File: config.mk
export PLATFORM = sky130hd
export DESIGN_NAME = pc_isp_flat
export DESIGN_NICKNAME = d
export VERILOG_FILES = /design/src/rtl/pc_isp_pkg.sv /design/src/rtl/pc_isp_if.sv /design/src/rtl/pc_isp_lifo.sv /design/src/rtl/pc_isp.sv /design/src/flat_wrapper.sv
export SDC_FILE = /design/constraint.sdc
export NUM_CORES = 1
export LEC_CHECK = 0
export BUFFER_PORTS_ARGS = -buffer_cell sky130_fd_sc_hd__buf_2
export CAP_MARGIN = 20
export CORE_MARGIN = 4
export CORE_UTILIZATION = 55
export DETAILED_ROUTE_END_ITERATION = 8
export PLACE_DENSITY = 0.77
export SLEW_MARGIN = 20
export SYNTH_ARGS = -nofsm -noshare
export SYNTH_HDL_FRONTEND = slang
export SYNTH_SLANG_ARGS = --single-unit
File: constraint.sdc
create_clock -name clk -period 7.35 [get_ports clk]
set_input_delay 0 -clock clk [delete_from_list [all_inputs] [get_ports clk]]
set_output_delay 0 -clock clk [all_outputs]
set_load 0.01 [all_outputs]
File: src/rtl/pc_isp_pkg.sv
// Shared constants for the prefetch / PC / interrupt-stack path.
package pc_isp_pkg;

  // Instruction address width used by prefetch and the PC.
  localparam int DEF_MINSTW  = 8;
  // log2 of the return-stack depth.
  localparam int DEF_SDEPTHW = 3;

  // Interrupt vector address.
  localparam logic [7:0] ITRADD = 8'h02;

  // Opcodes shared with prefetch.
  localparam logic [3:0] OP_JIZ = 4'd5;
  localparam logic [3:0] OP_JMP = 4'd6;
  localparam logic [3:0] OP_CAL = 4'd7;
  localparam logic [3:0] OP_RET = 4'd8;

  // Stack operation chosen by the arbitration in pc_isp.
  typedef enum logic [1:0] {
    STK_IDLE,
    STK_PUSH,
    STK_POP,
    STK_REPL
  } stk_op_e;

endpackage

File: src/rtl/pc_isp_if.sv
// Prefetch <-> PC/return-stack bus.
interface pc_isp_if
  import pc_isp_pkg::*;
#(
  parameter int MINSTW  = DEF_MINSTW,
  parameter int SDEPTHW = DEF_SDEPTHW
);
  logic [MINSTW-1:0]  instr_addr;
  logic               pc_l;
  logic               isp_push;
  logic               isp_pop;
  logic               itr;
  logic [MINSTW-1:0]  addr;
  logic [MINSTW-1:0]  ret_addr;
  logic [SDEPTHW:0]   isp_depth;
  logic               isp_ovf;
  logic               isp_unf;

  // Prefetch side.
  modport master (
    output instr_addr, pc_l, isp_push, isp_pop, itr,
    input  addr, ret_addr, isp_depth, isp_ovf, isp_unf
  );

  // PC / stack side.
  modport slave (
    input  instr_addr, pc_l, isp_push, isp_pop, itr,
    output addr, ret_addr, isp_depth, isp_ovf, isp_unf
  );
endinterface

File: src/rtl/pc_isp_lifo.sv
// Return-address LIFO: register array, depth counter, full/empty and sticky flags.
module isp_lifo
  import pc_isp_pkg::*;
#(
  parameter int DW      = DEF_MINSTW,
  parameter int SDEPTHW = DEF_SDEPTHW
) (
  input  logic               clk,
  input  logic               rst,
  input  stk_op_e            op,
  input  logic [DW-1:0]      wdata,
  output logic [DW-1:0]      top,
  output logic [SDEPTHW:0]   depth,
  output logic               ovf,
  output logic               unf
);
  localparam int              DEPTH = 2**SDEPTHW;
  localparam logic [SDEPTHW:0] FULL = (SDEPTHW+1)'(DEPTH);

  logic [DW-1:0]      mem [DEPTH];
  logic [SDEPTHW:0]   depth_q;
  logic [SDEPTHW:0]   depth_m1;
  logic [SDEPTHW-1:0] top_idx;
  logic [SDEPTHW-1:0] wr_idx;
  logic               wr_en;
  logic               full;
  logic               empty;

  assign full     = (depth_q == FULL);
  assign empty    = (depth_q == '0);
  assign depth_m1 = depth_q - (SDEPTHW+1)'(1);
  assign top_idx  = depth_m1[SDEPTHW-1:0];

  // Write port: push lands above the top, replace overwrites the top (or slot 0 when empty).
  always_comb begin
    wr_en  = 1'b0;
    wr_idx = depth_q[SDEPTHW-1:0];
    case (op)
      STK_PUSH: wr_en = !full;
      STK_REPL: begin
        wr_en = 1'b1;
        if (!empty) wr_idx = top_idx;
      end
      default: ;
    endcase
  end

  // Entry storage; not reset since depth alone decides what is visible.
  always_ff @(posedge clk) begin
    if (wr_en) mem[wr_idx] <= wdata;
  end

  // Depth counter and sticky overflow/underflow flags.
  always_ff @(posedge clk or posedge rst) begin
    if (rst) begin
      depth_q <= '0;
      ovf     <= 1'b0;
      unf     <= 1'b0;
    end else begin
      case (op)
        STK_PUSH: begin
          if (full) ovf <= 1'b1;
          else      depth_q <= depth_q + (SDEPTHW+1)'(1);
        end
        STK_POP: begin
          if (empty) unf <= 1'b1;
          else       depth_q <= depth_m1;
        end
        STK_REPL: begin
          if (empty) depth_q <= (SDEPTHW+1)'(1);
        end
        default: ;
      endcase
    end
  end

  assign depth = depth_q;
  assign top   = empty ? '0 : mem[top_idx];
endmodule

File: src/rtl/pc_isp.sv
// Program counter register plus push/pop/interrupt arbitration for the return stack.
module pc_isp
  import pc_isp_pkg::*;
#(
  parameter int MINSTW  = DEF_MINSTW,
  parameter int SDEPTHW = DEF_SDEPTHW
) (
  input  logic      clk,
  input  logic      rst,
  pc_isp_if.slave   bus
);
  logic [MINSTW-1:0] addr_q;
  stk_op_e           op;
  logic              unused_pc_l;

  // pc_l only tells us prefetch jumped; the next PC is always instr_addr + 1.
  assign unused_pc_l = bus.pc_l;

  // Next sequential fetch address.
  always_ff @(posedge clk or posedge rst) begin
    if (rst) addr_q <= '0;
    else     addr_q <= bus.instr_addr + MINSTW'(1);
  end

  // Interrupt entry wins; CAL+RET together means replace the top entry.
  always_comb begin
    op = STK_IDLE;
    if (bus.itr)                         op = STK_PUSH;
    else if (bus.isp_push && bus.isp_pop) op = STK_REPL;
    else if (bus.isp_push)               op = STK_PUSH;
    else if (bus.isp_pop)                op = STK_POP;
  end

  isp_lifo #(
    .DW      (MINSTW),
    .SDEPTHW (SDEPTHW)
  ) u_lifo (
    .clk   (clk),
    .rst   (rst),
    .op    (op),
    .wdata (addr_q),
    .top   (bus.ret_addr),
    .depth (bus.isp_depth),
    .ovf   (bus.isp_ovf),
    .unf   (bus.isp_unf)
  );

  assign bus.addr = addr_q;
endmodule

File: src/flat_wrapper.sv
// flat-port wrapper written by rule: the top's interface ports become plain ports
module pc_isp_flat import pc_isp_pkg::*;
#(
  parameter int MINSTW  = DEF_MINSTW,
  parameter int SDEPTHW = DEF_SDEPTHW
)
  (clk, rst, bus_instr_addr, bus_pc_l, bus_isp_push, bus_isp_pop, bus_itr, bus_addr, bus_ret_addr, bus_isp_depth, bus_isp_ovf, bus_isp_unf);
  pc_isp_if #(.MINSTW(MINSTW), .SDEPTHW(SDEPTHW)) bus_i ();
  input  logic clk;
  input  logic rst;
  input wire logic [$bits(bus_i.instr_addr)-1:0] bus_instr_addr;
  input wire logic [$bits(bus_i.pc_l)-1:0] bus_pc_l;
  input wire logic [$bits(bus_i.isp_push)-1:0] bus_isp_push;
  input wire logic [$bits(bus_i.isp_pop)-1:0] bus_isp_pop;
  input wire logic [$bits(bus_i.itr)-1:0] bus_itr;
  output wire logic [$bits(bus_i.addr)-1:0] bus_addr;
  output wire logic [$bits(bus_i.ret_addr)-1:0] bus_ret_addr;
  output wire logic [$bits(bus_i.isp_depth)-1:0] bus_isp_depth;
  output wire logic [$bits(bus_i.isp_ovf)-1:0] bus_isp_ovf;
  output wire logic [$bits(bus_i.isp_unf)-1:0] bus_isp_unf;
  assign bus_i.instr_addr = bus_instr_addr;
  assign bus_i.pc_l = bus_pc_l;
  assign bus_i.isp_push = bus_isp_push;
  assign bus_i.isp_pop = bus_isp_pop;
  assign bus_i.itr = bus_itr;
  assign bus_addr = bus_i.addr;
  assign bus_ret_addr = bus_i.ret_addr;
  assign bus_isp_depth = bus_i.isp_depth;
  assign bus_isp_ovf = bus_i.isp_ovf;
  assign bus_isp_unf = bus_i.isp_unf;
  pc_isp #(.MINSTW(MINSTW), .SDEPTHW(SDEPTHW)) u_core (.clk(clk), .rst(rst), .bus(bus_i));
endmodule
## Word level (Yosys, flattened, before mapping)

Memory sizes are Yosys's and may differ from the RTL's.
Cells that the tools add are included.

| word-level totals | value |
|---|---|
| register bits after elaboration | 14 |
| memory bits (writable) | 64 |
| input bits | 14 |
| output and inout bits | 22 |
| logic and storage cells | 36 |
| memories | 1 |

| cells by class | value |
|---|---|
| add/sub/neg operators | 3 |
| equality and inequality tests | 7 |
| muxes and demuxes | 14 |
| reduce and logical (&&, ||, !) cells | 7 |

Memories:

| name | depth | bits a word | rd ports | clocked after Yosys merged registers in | wr ports | line | text |
|---|---|---|---|---|---|---|---|
| u_core.u_lifo.mem | 8 | 8 | 1 | 0 | 1 | pc_isp_lifo.sv:20 | `logic [DW-1:0] mem [DEPTH];` |

Operators with widths:

| kind | count |
|---|---|
| $mux W4 | 3 |
| $pmux W4 S3 | 1 |
| $add A8 B1 Y8 const B | 1 |
| $mux W2 | 4 |
| $mux W8 | 1 |
| $mux W3 | 2 |
| $ne A2 B2 Y1 const B | 3 |
| $add A4 B1 Y4 const B | 1 |
| $eq A2 B2 Y1 const B | 2 |
| $eq A4 B4 Y1 const B | 1 |
| $logic_not A4 Y1 | 1 |
| $reduce_and A2 Y1 | 2 |
| $reduce_and A4 Y1 | 1 |
| $sub A4 B1 Y4 const B | 1 |
| $reduce_bool A3 Y1 | 1 |
| $eq A2 B1 Y1 const B | 1 |
| $mux W1 | 2 |
| $pmux W1 S2 | 1 |
| $logic_and A1 B1 Y1 | 1 |
| $logic_not A1 Y1 | 1 |

## Longest topological paths before layout

Gate-level depths: netlist (run 1).

| logic depth | value |
|---|---|
| depth after elaboration | 8 |
| depth in mapped cells | 9 |
| depth with buffers taken out | 6 |

## Modules after synthesis

From an unflattened synthesis (run 1), not the netlist that was laid out.

| unflattened totals | value |
|---|---|
| cell total of the unflattened synthesis | 228 |
| area, all modules | 3445.8 um2 |

By module, submodules not included:

| module | instances | cells each | area an instance (um2) | sequential area each (um2) |
|---|---|---|---|---|
| isp_lifo | 1 | 201 | 3113.0 | 2072.0 |
| pc_isp | 1 | 27 | 332.8 | 200.2 |

## Worst setup path before layout (run 1)

OpenSTA, ideal clock, no wires.

| timing path | value |
|---|---|
| path kind | reg-to-reg |
| start point | reg u_core.u_lifo.depth_q[0], in the netlist u_core.u_lifo.depth[0] |
| end point | mem u_core.u_lifo.mem[1][0] in the netlist's numbering (enable) |
| data arrival time | 2.215 ns |
| required time | 6.980 ns |
| setup slack | 4.765 ns |
| cell stages (with the launch flop) | 10 |
| path buffers | 3 |
| cells stage by stage | dfrtp_1 buf_6 buf_2 inv_2 ha_1 clkbuf_1 inv_1 nor4_1 a31oi_1 nor2_1 |

| between the ends | value |
|---|---|
| longest elaborated chain between the ends | 5 |
| elaborated cells on any way between the ends | 9 |

Ends and longest elaborated chain:

| element | line | text |
|---|---|---|
| from (decl) | pc_isp_lifo.sv:21 | `logic [SDEPTHW:0] depth_q;` |
| from (signal assigned) | pc_isp_lifo.sv:63 | `else depth_q <= depth_q + (SDEPTHW+1)'(1);` |
| from (signal assigned) | pc_isp_lifo.sv:67 | `else depth_q <= depth_m1;` |
| from (signal assigned) | pc_isp_lifo.sv:70 | `if (empty) depth_q <= (SDEPTHW+1)'(1);` |
| $eq A4 B4 Y1 | pc_isp_lifo.sv:29 | `assign full = (depth_q == FULL);` |
| $logic_not A1 Y1 | pc_isp_lifo.sv:39 | `STK_PUSH: wr_en = !full;` |
| $pmux W1 S2 | pc_isp_lifo.sv:38 | `case (op)` |
| $mux W1 | pc_isp_lifo.sv:50 | `if (wr_en) mem[wr_idx] <= wdata;` |
| $mux W1 (implied by the code) | pc_isp_lifo.sv:50 |  |
| to (decl) | pc_isp_lifo.sv:20 |  |

Parallel ways exist; a longest one is shown, timed or not.

## Final worst setup path (run 1)

| timing path | value |
|---|---|
| start point | reg u_core.u_lifo.depth_q[0], in the netlist u_core.u_lifo.depth[0] |
| end point | mem u_core.u_lifo.mem[3][5] in the netlist's numbering (enable) |

The elaborated chain is that of the path after synthesis.

==> impl_metrics.ini, run 1 <==
[sta]
tightest_slew_ps = 984
hold_viol = 0
rsz0062_at_grt = no
fin_crit_ps = 3390
fin_crit_sh_pct = 46.1
fin_ws_ps = 3960
relSlewSlack_pct = 34.2
fmax_mhz = 295
report.final.setup_viol = 0
whs_ps = 54.6
slew_viol_final = 0
finalClockSkew_ps = 6.40
fin_setup_tns_ps = 0

[clock_tree]
post_cts_buffers = 0
root_buffer = clkbuf_8
numCtsBuffers = 9
clk_latency_ps = 340
clk_pin_slew_ps = 80
clockBufferDepth = 2
clock_sinks = 78
cts.htree.levels = 3
cts_tree = yes

[placement]
globalplace.congestion = 0.775
dpl_worst_slack_ps = 4010
place_area_mm2 = 0.00363
post-dp-hpwl_mm = 4.19
io_buffers = 34
place_inst = 320

[yosys]
synth_cells = 222
ys_seq_area_share_pct = 66.1
yosysMostFrequentCell = edfxtp_1
ys_types = 45
syn-cell-area_mm2 = 0.00344
synth_edf_count = 64
avgSynthCellArea_um2 = 15.5
synthTopCellsByCount = edfxtp_1 (64), nand2_1 (21), dfrtp_1 (14)
synth_seq_cells = 78
synth_top_cell_by_area = edfxtp_1
ys_top_cells_by_area = edfxtp_1 (56%), dfrtp_1 (10%), mux4_2 (7.2%), mux4_1 (3.8%), nand2_1 (2.3%)
yosys_most_used_dff = edfxtp_1
synthArstFlopShare_pct = 17.9
yosys.area.top_type_share_pct = 55.9
syn_nets = 239
ys.warnings.count = 0

[floorplan]
chipHeight_um = 87.1
core_mm2 = 0.00599
fp.dieArea_mm2 = 0.00758
ios = 36
die_w_um = 87.1
start_util_pct = 57.4
rows = 28

[setup_path]
worstSetupPathType = flip-flop to flip-flop
cp_max_fo = 27
ff2ff_path_depth = 7
crit_path_end_kind = flip-flop
critical_path.startpoint = u_core.u_lifo.depth[0]$_DFFE_PP0P_
start_kind = flip-flop
crit_required_ps = 7320
worstReg2RegStart = u_core.u_lifo.depth[0]$_DFFE_PP0P_
r2r_slack_ps = 3960
cp.arrival_ps = 3360
reg2reg_to = u_core.u_lifo.mem[3][5]$_DFFE_PP_

[status]
status = finished clean

[cells_and_area]
postLayoutCoreUtil_pct = 66.2
stdcell_area_mm2 = 0.00397
diodes = 0
nets = 284
final_cells = 347
area_growth_pct = 15.4
final_layout_size_suffix_gt1_share_pct = 24.6
fillCellCount = 429

[global_routing]
antenna_found_initial = 0
grt_overflow_total = 0
grt_max_degree = 28
first_global_vias = 2148
grt_usage_pct = 20.4
grt_pass1_wl_mm = 11.1

[hold_path]
whs_path_depth = 3
min_to = u_core.u_lifo.ovf$_DFFE_PP0P_
hp-start = bus_itr
min_path_type = input pin to flip-flop

[routing]
dr.pass1.iters = 5
ant_nets = 0
route.detailed.drc = 0
drt-vias-per-instance = 6.08
avgRoutedWirePerCell_um = 19.3
dr_total_vias = 2109
drt-total-wl_mm = 6.70
drt_iter0_drc = 300

[power]
p_leak_nw = 1.45
power_density_mw_per_mm2 = 413
ir_drop_v = 0.000226
power_mw = 1.64

[job]
drv_cap = 0
## sequential cells by signal (all words and copies together) (netlist names)
name	cells
u_core.bus.addr	8
u_core.u_lifo.depth	4
u_core.u_lifo.mem	64
u_core.u_lifo.ovf	1
u_core.u_lifo.unf	1
## cells by family (layout without fill, tap and decap cells)
group           after synthesis  count (layout)  share of synthesized area [%]
compound gates               39              39                           8.11
xor+xnor                      6               6                           1.53
fa+ha+maj                     3               3                           1.09
buf+inv                      21              71                           3.17
flops                        78              78                           66.1
mux                          18              18                           11.6
simple gates                 57              57                           8.37
## worst max-delay path by stage
stage	endpoint	slack, ps	depth (start not counted)
6_report	u_core.u_lifo.mem[3][5]$_DFFE_PP_	3960	7
5_1_grt	u_core.u_lifo.mem[5][7]$_DFFE_PP_	3640	7
4_1_cts	u_core.u_lifo.mem[5][3]$_DFFE_PP_	4000	7
3_5_place_dp	u_core.u_lifo.mem[5][0]$_DFFE_PP_	4010	7
3_3_place_gp	u_core.u_lifo.mem[4][0]$_DFFE_PP_	4090	7
2_1_floorplan	u_core.u_lifo.mem[1][0]$_DFFE_PP_	4760	9
## cell type report
| cell class | instances | area [µm²] | share of cell area, % |
|---|---|---|---|
| sequential | 78 | 2270 | 57.3 |
| tap | 75 | 93.8 | 2.37 |
| multi-input combinational | 123 | 1060 | 26.7 |
| clock inverter | 6 | 83.8 | 2.11 |
| clock buffer | 10 | 138 | 3.47 |
| inverter | 9 | 33.8 | 0.852 |
| timing repair buffer | 46 | 288 | 7.26 |
## critical path, stage by stage, from the launching register on
cell and delay (ps):
dfrtp_1 360, buf_4 250, inv_2 140, ha_1 600, nor3b_2 530, or2_1 230, a31oi_1 110, nor2_1 780
## cells in the final DEF, fill, tap and decap left out, types with 2 or more instances in the layout
cell           count
a31oi_1           12
nor2b_1            2
nand3b_1           2
a211oi_1           2
mux4_1             5
bufinv_16          2
nor4_1             4
inv_1              7
a22oi_1            2
nor2_1            11
a21o_1             2
nor3_1             3
ha_1               3
mux4_2            11
xnor2_1            4
and3_1             2
a221oi_1           8
clkbuf_8          10
buf_2             34
clkinv_2           3
dlygate4sd3_1     11
o2bb2ai_1          2
o22ai_1            2
or2_1              2
dfrtp_1           14
a21oi_1            3
nand3_1            3
inv_2              2
edfxtp_1          64
xor2_1             2
nand2_1           21
## layer usage
layer	up-vias	part of all wire [%]	global-route usage [%]
li1	973	-	-
met5	-	0	0
met4	0	3.4	12.3
met2	104	49	32.2
met1	1014	39	25.8
met3	18	8.8	4.35
## report_power, final
| group | switching [mW] | total (mW) | leakage, nW | internal, mW |
|---|---|---|---|---|
| Combinational | 0.370 | 0.653 | 0.590 | 0.283 |
| Sequential | 0.0498 | 0.634 | 0.748 | 0.584 |
| Clock | 0.152 | 0.352 | 0.116 | 0.200 |
| Total | 0.572 | 1.64 | 1.45 | 1.07 |
## what timing repair did
action	4_1_cts	5_1_grt
gates resized for setup	0	0
hold buffers	11	0
hold endpoints to repair	22	0
No activity file was read; power rests on OpenSTA's default activity.
==> run 2: changes to the inputs <==
--- a/config.mk
+++ b/config.mk
@@ -5,6 +5,7 @@
 export SDC_FILE = /design/constraint.sdc
 export NUM_CORES = 1
 export LEC_CHECK = 0
+export ABC_AREA = 1
 export BUFFER_PORTS_ARGS = -buffer_cell sky130_fd_sc_hd__buf_2
 export CAP_MARGIN = 20
 export CORE_MARGIN = 4
==> constraint.sdc (replaced) <==
create_clock -name clk -period 3.4 [get_ports clk]
set_input_delay 0 -clock clk [delete_from_list [all_inputs] [get_ports clk]]
set_output_delay 0 -clock clk [all_outputs]
set_load 0.01 [all_outputs]
==> impl_metrics.ini, run 2 <==
[status]
status = finished clean

[global_routing]
grt_overflow_total = 0
antenna_found_initial = 0
grt_pass1_wl_mm = 12.4
first_global_vias = 2615
grt_max_degree = 48
grt_usage_pct = 19.4

[clock_tree]
clk_pin_slew_ps = 80
post_cts_resized = 0
numCtsBuffers = 9
post_cts_buffers = 0
root_buffer = clkbuf_8
clock_sinks = 78
clk_latency_ps = 350
cts_tree = yes
hold_buffers = 10
cts.htree.levels = 3
clockBufferDepth = 2

[hold_path]
min_to = u_core.u_lifo.unf$_DFFE_PP0P_
hp-start = bus_isp_push
whs_path_depth = 3
min_path_type = input pin to flip-flop

[placement]
globalplace.congestion = 0.868
place_inst = 478
post-dp-hpwl_mm = 4.75
io_buffers = 34

[sta]
fin_setup_tns_ps = 0
whs_ps = 93.8
slew_viol_final = 0
report.final.setup_viol = 0
relSlewSlack_pct = 42.4
fmax_mhz = 403
tightest_slew_ps = 860
rsz0062_at_grt = no
finalClockSkew_ps = 5.40
hold_viol = 0
fin_crit_ps = 2480
fin_crit_sh_pct = 72.9

[yosys]
synthTopCellsByCount = nand2_1 (91), nor2_1 (78), edfxtp_1 (64)
yosys_most_used_dff = edfxtp_1
synth_seq_cells = 78
synthMuxAreaShare_pct = 0
ys_types = 26
yosysMostFrequentCell = nand2_1
avgSynthCellArea_um2 = 9.72
yosys.area_share.simple_pct = 25.2
synth_compound_area_share_pct = 2.96
ys.warnings.count = 0
syn-cell-area_mm2 = 0.00368
synth_fa_ha_area_share_pct = 1.02
synth_edf_count = 64
synthArstFlopShare_pct = 17.9
ys_top_cells_by_area = edfxtp_1 (52%), dfrtp_1 (9.5%), nand2_1 (9.3%), nor2_1 (8.0%), inv_1 (3.9%)
yosys.area.top_type_share_pct = 52.3
ys_seq_area_share_pct = 61.8
synth_top_cell_by_area = edfxtp_1
synth_top_family_by_area = simple AND/OR/NAND/NOR gates
yosys.area_share.xor_xnor_pct = 1.43
syn_nets = 395
synth_cells = 378

[floorplan]
ios = 36
fp.dieArea_mm2 = 0.00806
start_util_pct = 57.2
core_mm2 = 0.00642
rows = 29
chipHeight_um = 89.8
die_w_um = 89.8

[cells_and_area]
largest_reg_flops = 64
area_growth_pct = 13.3
final_layout_size_suffix_gt1_share_pct = 17.1
diodes = 0
regArea_mm2 = 0.00227
top_register = u_core.u_lifo.mem
final_common_cell = nand2_1
final_cells = 504
nets = 439
fillCellCount = 476
final_cell_mix = nand2_1 (91), nor2_1 (78), edfxtp_1 (64)
multi_input_area_mm2 = 0.00112

[setup_path]
cpPeakStageDelay_ps = 660
worstSetupPathType = flip-flop to flip-flop
crit_required_ps = 3380
ff2ff_path_depth = 7
critical_path.startpoint = u_core.u_lifo.depth[1]$_DFFE_PP0P_
worstReg2RegStart = u_core.u_lifo.depth[1]$_DFFE_PP0P_
path_cells = inv_1, ha_1, inv_1, nand3_2, nand2_2, nand2_1, nor2_1
r2r_slack_ps = 920
cp_max_fo = 11
start_kind = flip-flop
crit_buf_inv = 2
crit_family = simple AND/OR/NAND/NOR gates
critPathMostFrequentCell = inv_1
cp.arrival_ps = 2450
slowest_stage = nor2_1
reg2reg_to = u_core.u_lifo.mem[3][1]$_DFFE_PP_
crit_path_end_kind = flip-flop

[routing]
drt-met1-wl_mm = 3.17
maxUsedRoutingLayer = met4
dr_wl_met2_mm = 3.52
dr.pass1.iters = 4
route.detailed.drc = 0
drt-vias-per-instance = 5.10
avgRoutedWirePerCell_um = 14.5
drt-total-wl_mm = 7.29
dr_total_vias = 2572
ant_nets = 0
met3_length_um = 497
drt_iter0_drc = 223

[power]
p_leak_nw = 1.86
ir_drop_v = 0.000384
power_density_mw_per_mm2 = 933

[job]
drv_cap = 0
run 2: changes by cell type after synthesis, sizes merged, moves of 3 or more:
| cell | previous run | this run |
|---|---|---|
| nand4 | 0 | 3 |
| inv | 9 | 42 |
| nor2 | 12 | 82 |
| a31oi | 12 | 0 |
| clkbuf | 5 | 2 |
| o21ai | 2 | 19 |
| buf | 7 | 12 |
| a21oi | 4 | 1 |
| nand2 | 21 | 98 |
| nor4 | 4 | 0 |
| a221oi | 8 | 0 |
| nand3 | 3 | 30 |
| mux4 | 16 | 0 |
run 2: worst max-delay path by stage:
stage / end / cells after the start
after floorplan: u_core.u_lifo.mem[3][0]$_DFFE_PP_ / 11
after global placement: u_core.u_lifo.mem[3][4]$_DFFE_PP_ / 8
after detailed placement: u_core.u_lifo.mem[3][1]$_DFFE_PP_ / 8
after CTS: u_core.u_lifo.mem[3][1]$_DFFE_PP_ / 8
after global routing: u_core.u_lifo.mem[3][1]$_DFFE_PP_ / 7
final: u_core.u_lifo.mem[3][1]$_DFFE_PP_ / 7
run 2: layout make-up:
class	instances	share of cell area (%)
flip-flops and latches	78	54.6
repair buffers	47	7.03
well taps	77	2.31
inverters	42	3.79
multi-input cells	244	27.0
clock inverters	7	2.31
clock buffers	9	2.97
run 2: worst min-delay path: stages:
cell and delay, ps:
buf_2 110, nor2_1 90, a31o_2 200
run 2: logic make-up (layout without fill, tap and decap cells):
family	after synthesis	count (layout)
AO/OA/AOI/OAI	21	21
buffers and inverters	56	105
adder cells (fa/ha/maj)	3	3
flip-flops	78	78
XOR/XNOR	6	6
AND/OR/NAND/NOR	214	214
run 2: power breakdown:
| part | switching (mW) | internal [mW] | leakage, nW | total (mW) |
|---|---|---|---|---|
| Sequential | 0.0971 | 1.24 | 0.746 | 1.34 |
| Combinational | 1.19 | 0.594 | 1.00 | 1.79 |
| Clock | 0.346 | 0.417 | 0.114 | 0.763 |
| Total | 1.63 | 2.25 | 1.86 | 3.89 |
run 2: stage by stage:
step / utilization (%) / area, µm² / setup slack, ps / power (mW)
floorplan: - / 3680 / 1020 / 2.72
finish: 64.8 / 4160 / 921 / 3.89
global placement: 59.8 / 3840 / 947 / 3.07
CTS: 64.8 / 4160 / 906 / 3.91
global route: 64.8 / 4160 / 699 / 4.20
detailed placement: 59.8 / 3840 / 919 / 3.14
run 2: layer usage:
layer,global-route usage (%),vias up
li1,-,1301
met1,24.7,1174
met2,31.5,85
met3,5.09,12
met4,8.05,0
met5,0,-
==> run 3: changes to the inputs <==
--- a/config.mk
+++ b/config.mk
@@ -9,9 +9,9 @@
 export BUFFER_PORTS_ARGS = -buffer_cell sky130_fd_sc_hd__buf_2
 export CAP_MARGIN = 20
 export CORE_MARGIN = 4
-export CORE_UTILIZATION = 55
+export CORE_UTILIZATION = 53
 export DETAILED_ROUTE_END_ITERATION = 8
-export PLACE_DENSITY = 0.77
+export PLACE_DENSITY = 0.78
 export SLEW_MARGIN = 20
 export SYNTH_ARGS = -nofsm -noshare
 export SYNTH_HDL_FRONTEND = slang
==> constraint.sdc (replaced) <==
create_clock -name clk -period 2.14 [get_ports clk]
set_input_delay 0 -clock clk [delete_from_list [all_inputs] [get_ports clk]]
set_output_delay 0 -clock clk [all_outputs]
set_load 0.01 [all_outputs]
==> impl_metrics.ini, run 3 (same netlist as run 2, synthesis figures left out) <==
[power]
netSwitchingFraction_pct = 41.8
p_switching_mw = 2.63
ir_drop_v = 0.000560
power_density_mw_per_mm2 = 1470
internal_power_mw = 3.67
power_mw = 6.31
p_leak_nw = 1.89
combPwrFrac_pct = 48.2
pwr-share-seq_pct = 33.2
clkPwrFrac_pct = 18.5

[clock_tree]
cts_tree = yes
cts.htree.levels = 3
post_cts_buffers = 0
root_buffer = clkbuf_8
clk_latency_ps = 340
clockBufferDepth = 2
numCtsBuffers = 9
clock_sinks = 78
clk_pin_slew_ps = 70

[setup_path]
crit_path_end_kind = flip-flop
cp.arrival_ps = 1970
worstReg2RegStart = u_core.u_lifo.depth[1]$_DFFE_PP0P_
start_kind = flip-flop
slowest_stage = dfrtp_1
cpPeakStageDelay_ps = 380
crit_buf_inv = 1
reg2reg_to = u_core.u_lifo.mem[3][3]$_DFFE_PP_
cp_max_fo = 8
r2r_slack_ps = 180
crit_required_ps = 2150
crit_family = simple AND/OR/NAND/NOR gates
ff2ff_path_depth = 8
path_cells = inv_1, ha_1, nand2_4, nand2_4, nand2_2, nand2_1, nand2_1, nor2_4
worstSetupPathType = flip-flop to flip-flop

[placement]
io_buffers = 34
place_area_mm2 = 0.00396
globalplace.congestion = 0.876
post-dp-hpwl_mm = 4.73

[routing]
drt-vias-per-instance = 4.99
dr.pass1.iters = 4
route.detailed.drc = 0
drt_iter0_drc = 141
dr_total_vias = 2555
ant_nets = 0
drt-total-wl_mm = 7.11
avgRoutedWirePerCell_um = 13.9

[sta]
rsz0062_at_grt = no
hold_viol = 0
finalClockSkew_ps = 12.0
fmax_mhz = 511
report.final.setup_viol = 0
fin_crit_sh_pct = 91.5
fin_crit_ps = 1960
fin_setup_tns_ps = 0
tightest_slew_ps = 516
whs_ps = 102
relSlewSlack_pct = 65.5
slew_viol_final = 0

[floorplan]
chipHeight_um = 91.3
die_w_um = 91.3
rows = 30
core_mm2 = 0.00676
ios = 36
fp.dieArea_mm2 = 0.00833
start_util_pct = 54.4

[hold_path]
min_path_type = input pin to flip-flop
whs_path_depth = 3
hp-start = bus_isp_push
min_to = u_core.u_lifo.unf$_DFFE_PP0P_

[global_routing]
grt_overflow_total = 0
grt_pass1_wl_mm = 12.2
first_global_vias = 2549
grt_max_degree = 48
grt_usage_pct = 18.7
antenna_found_initial = 0

[cells_and_area]
top_register = u_core.u_lifo.mem
diodes = 0
area_growth_pct = 16.7
final_common_cell = nand2_1
stdcell_area_mm2 = 0.00429
final_cell_mix = nand2_1 (89), nor2_1 (70), edfxtp_1 (64)
final_layout_size_suffix_gt1_share_pct = 20.4
nets = 444
largest_reg_flops = 64
postLayoutCoreUtil_pct = 63.5
fillCellCount = 563

[job]
drv_cap = 0

[status]
status = finished clean
[run 3: cell types whose count changed in the layout (fill, tap and decap cells not counted), sizes merged]
| cell | before | now |
|---|---|---|
| clkinvlp | 0 | 1 |
| buf | 37 | 41 |
| clkbuf | 9 | 10 |
| dlygate4sd3 | 10 | 11 |
| inv | 44 | 42 |
[run 3: worst reg2reg max path, cell delays in order, from the launching register on]
cell	delay (ps)
dfrtp_1	380
inv_1	80
ha_1	270
nand2_4	120
nand2_4	110
nand2_2	60
nand2_1	70
nand2_1	190
nor2_4	350
[run 3: power groups by stage]
stage / clock (mW) / sequential (mW) / combinational [mW]
after floorplan: 0 / 2.13 / 2.35
after global placement: 0 / 2.12 / 2.93
after detailed placement: 0 / 2.13 / 3.01
after CTS: 1.19 / 2.10 / 3.03
after global routing: 1.27 / 2.12 / 3.47
final: 1.17 / 2.10 / 3.04
[run 3: per-stage QoR]
step           setup WS (ps)  cells
2_1_floorplan          -25.0    378
3_3_place_gp             145    485
3_5_place_dp             108    485
4_1_cts                  100    512
5_1_grt                 6.47    512
6_report                 182    512
[run 3: what timing repair did]
action                     in CTS  in global routing
hold buffers                   11                  0
hold endpoints to repair       22                  0
setup endpoints to repair       0                 11
resized for setup               0                  4
[run 3: layout make-up]
| type | instances | area, µm² | share of cell area [%] |
|---|---|---|---|
| inverter | 42 | 163 | 3.79 |
| multi-input combinational | 244 | 1200 | 28.1 |
| clock inverter | 6 | 86.3 | 2.01 |
| tap | 80 | 100 | 2.33 |
| clock buffer | 10 | 128 | 2.97 |
| timing repair buffer | 52 | 337 | 7.84 |
| sequential | 78 | 2270 | 53.0 |
[run 3: worst max-delay path by stage]
| stage | start | to | depth (start not counted) |
|---|---|---|---|
| floorplan | u_core.u_lifo.depth[0]$_DFFE_PP0P_ | u_core.u_lifo.mem[1][0]$_DFFE_PP_ | 12 |
| global placement | u_core.u_lifo.depth[0]$_DFFE_PP0P_ | u_core.u_lifo.mem[5][5]$_DFFE_PP_ | 8 |
| detailed placement | u_core.u_lifo.depth[0]$_DFFE_PP0P_ | u_core.u_lifo.mem[5][7]$_DFFE_PP_ | 8 |
| CTS | u_core.u_lifo.depth[1]$_DFFE_PP0P_ | u_core.u_lifo.mem[5][5]$_DFFE_PP_ | 8 |
| finish | u_core.u_lifo.depth[1]$_DFFE_PP0P_ | u_core.u_lifo.mem[3][3]$_DFFE_PP_ | 8 |
| global route | u_core.u_lifo.depth[1]$_DFFE_PP0P_ | u_core.u_lifo.mem[0][3]$_DFFE_PP_ | 10 |
[run 3: metal layers]
| layer | share of wire (%) | vias to the layer above | GRT usage (%) |
|---|---|---|---|
| li1 | - | 1308 | - |
| met1 | 44 | 1156 | 25.7 |
| met2 | 48 | 87 | 29.8 |
| met3 | 7.0 | 4 | 3.56 |
| met4 | 0.56 | 0 | 6.91 |
| met5 | 0 | - | 0 |
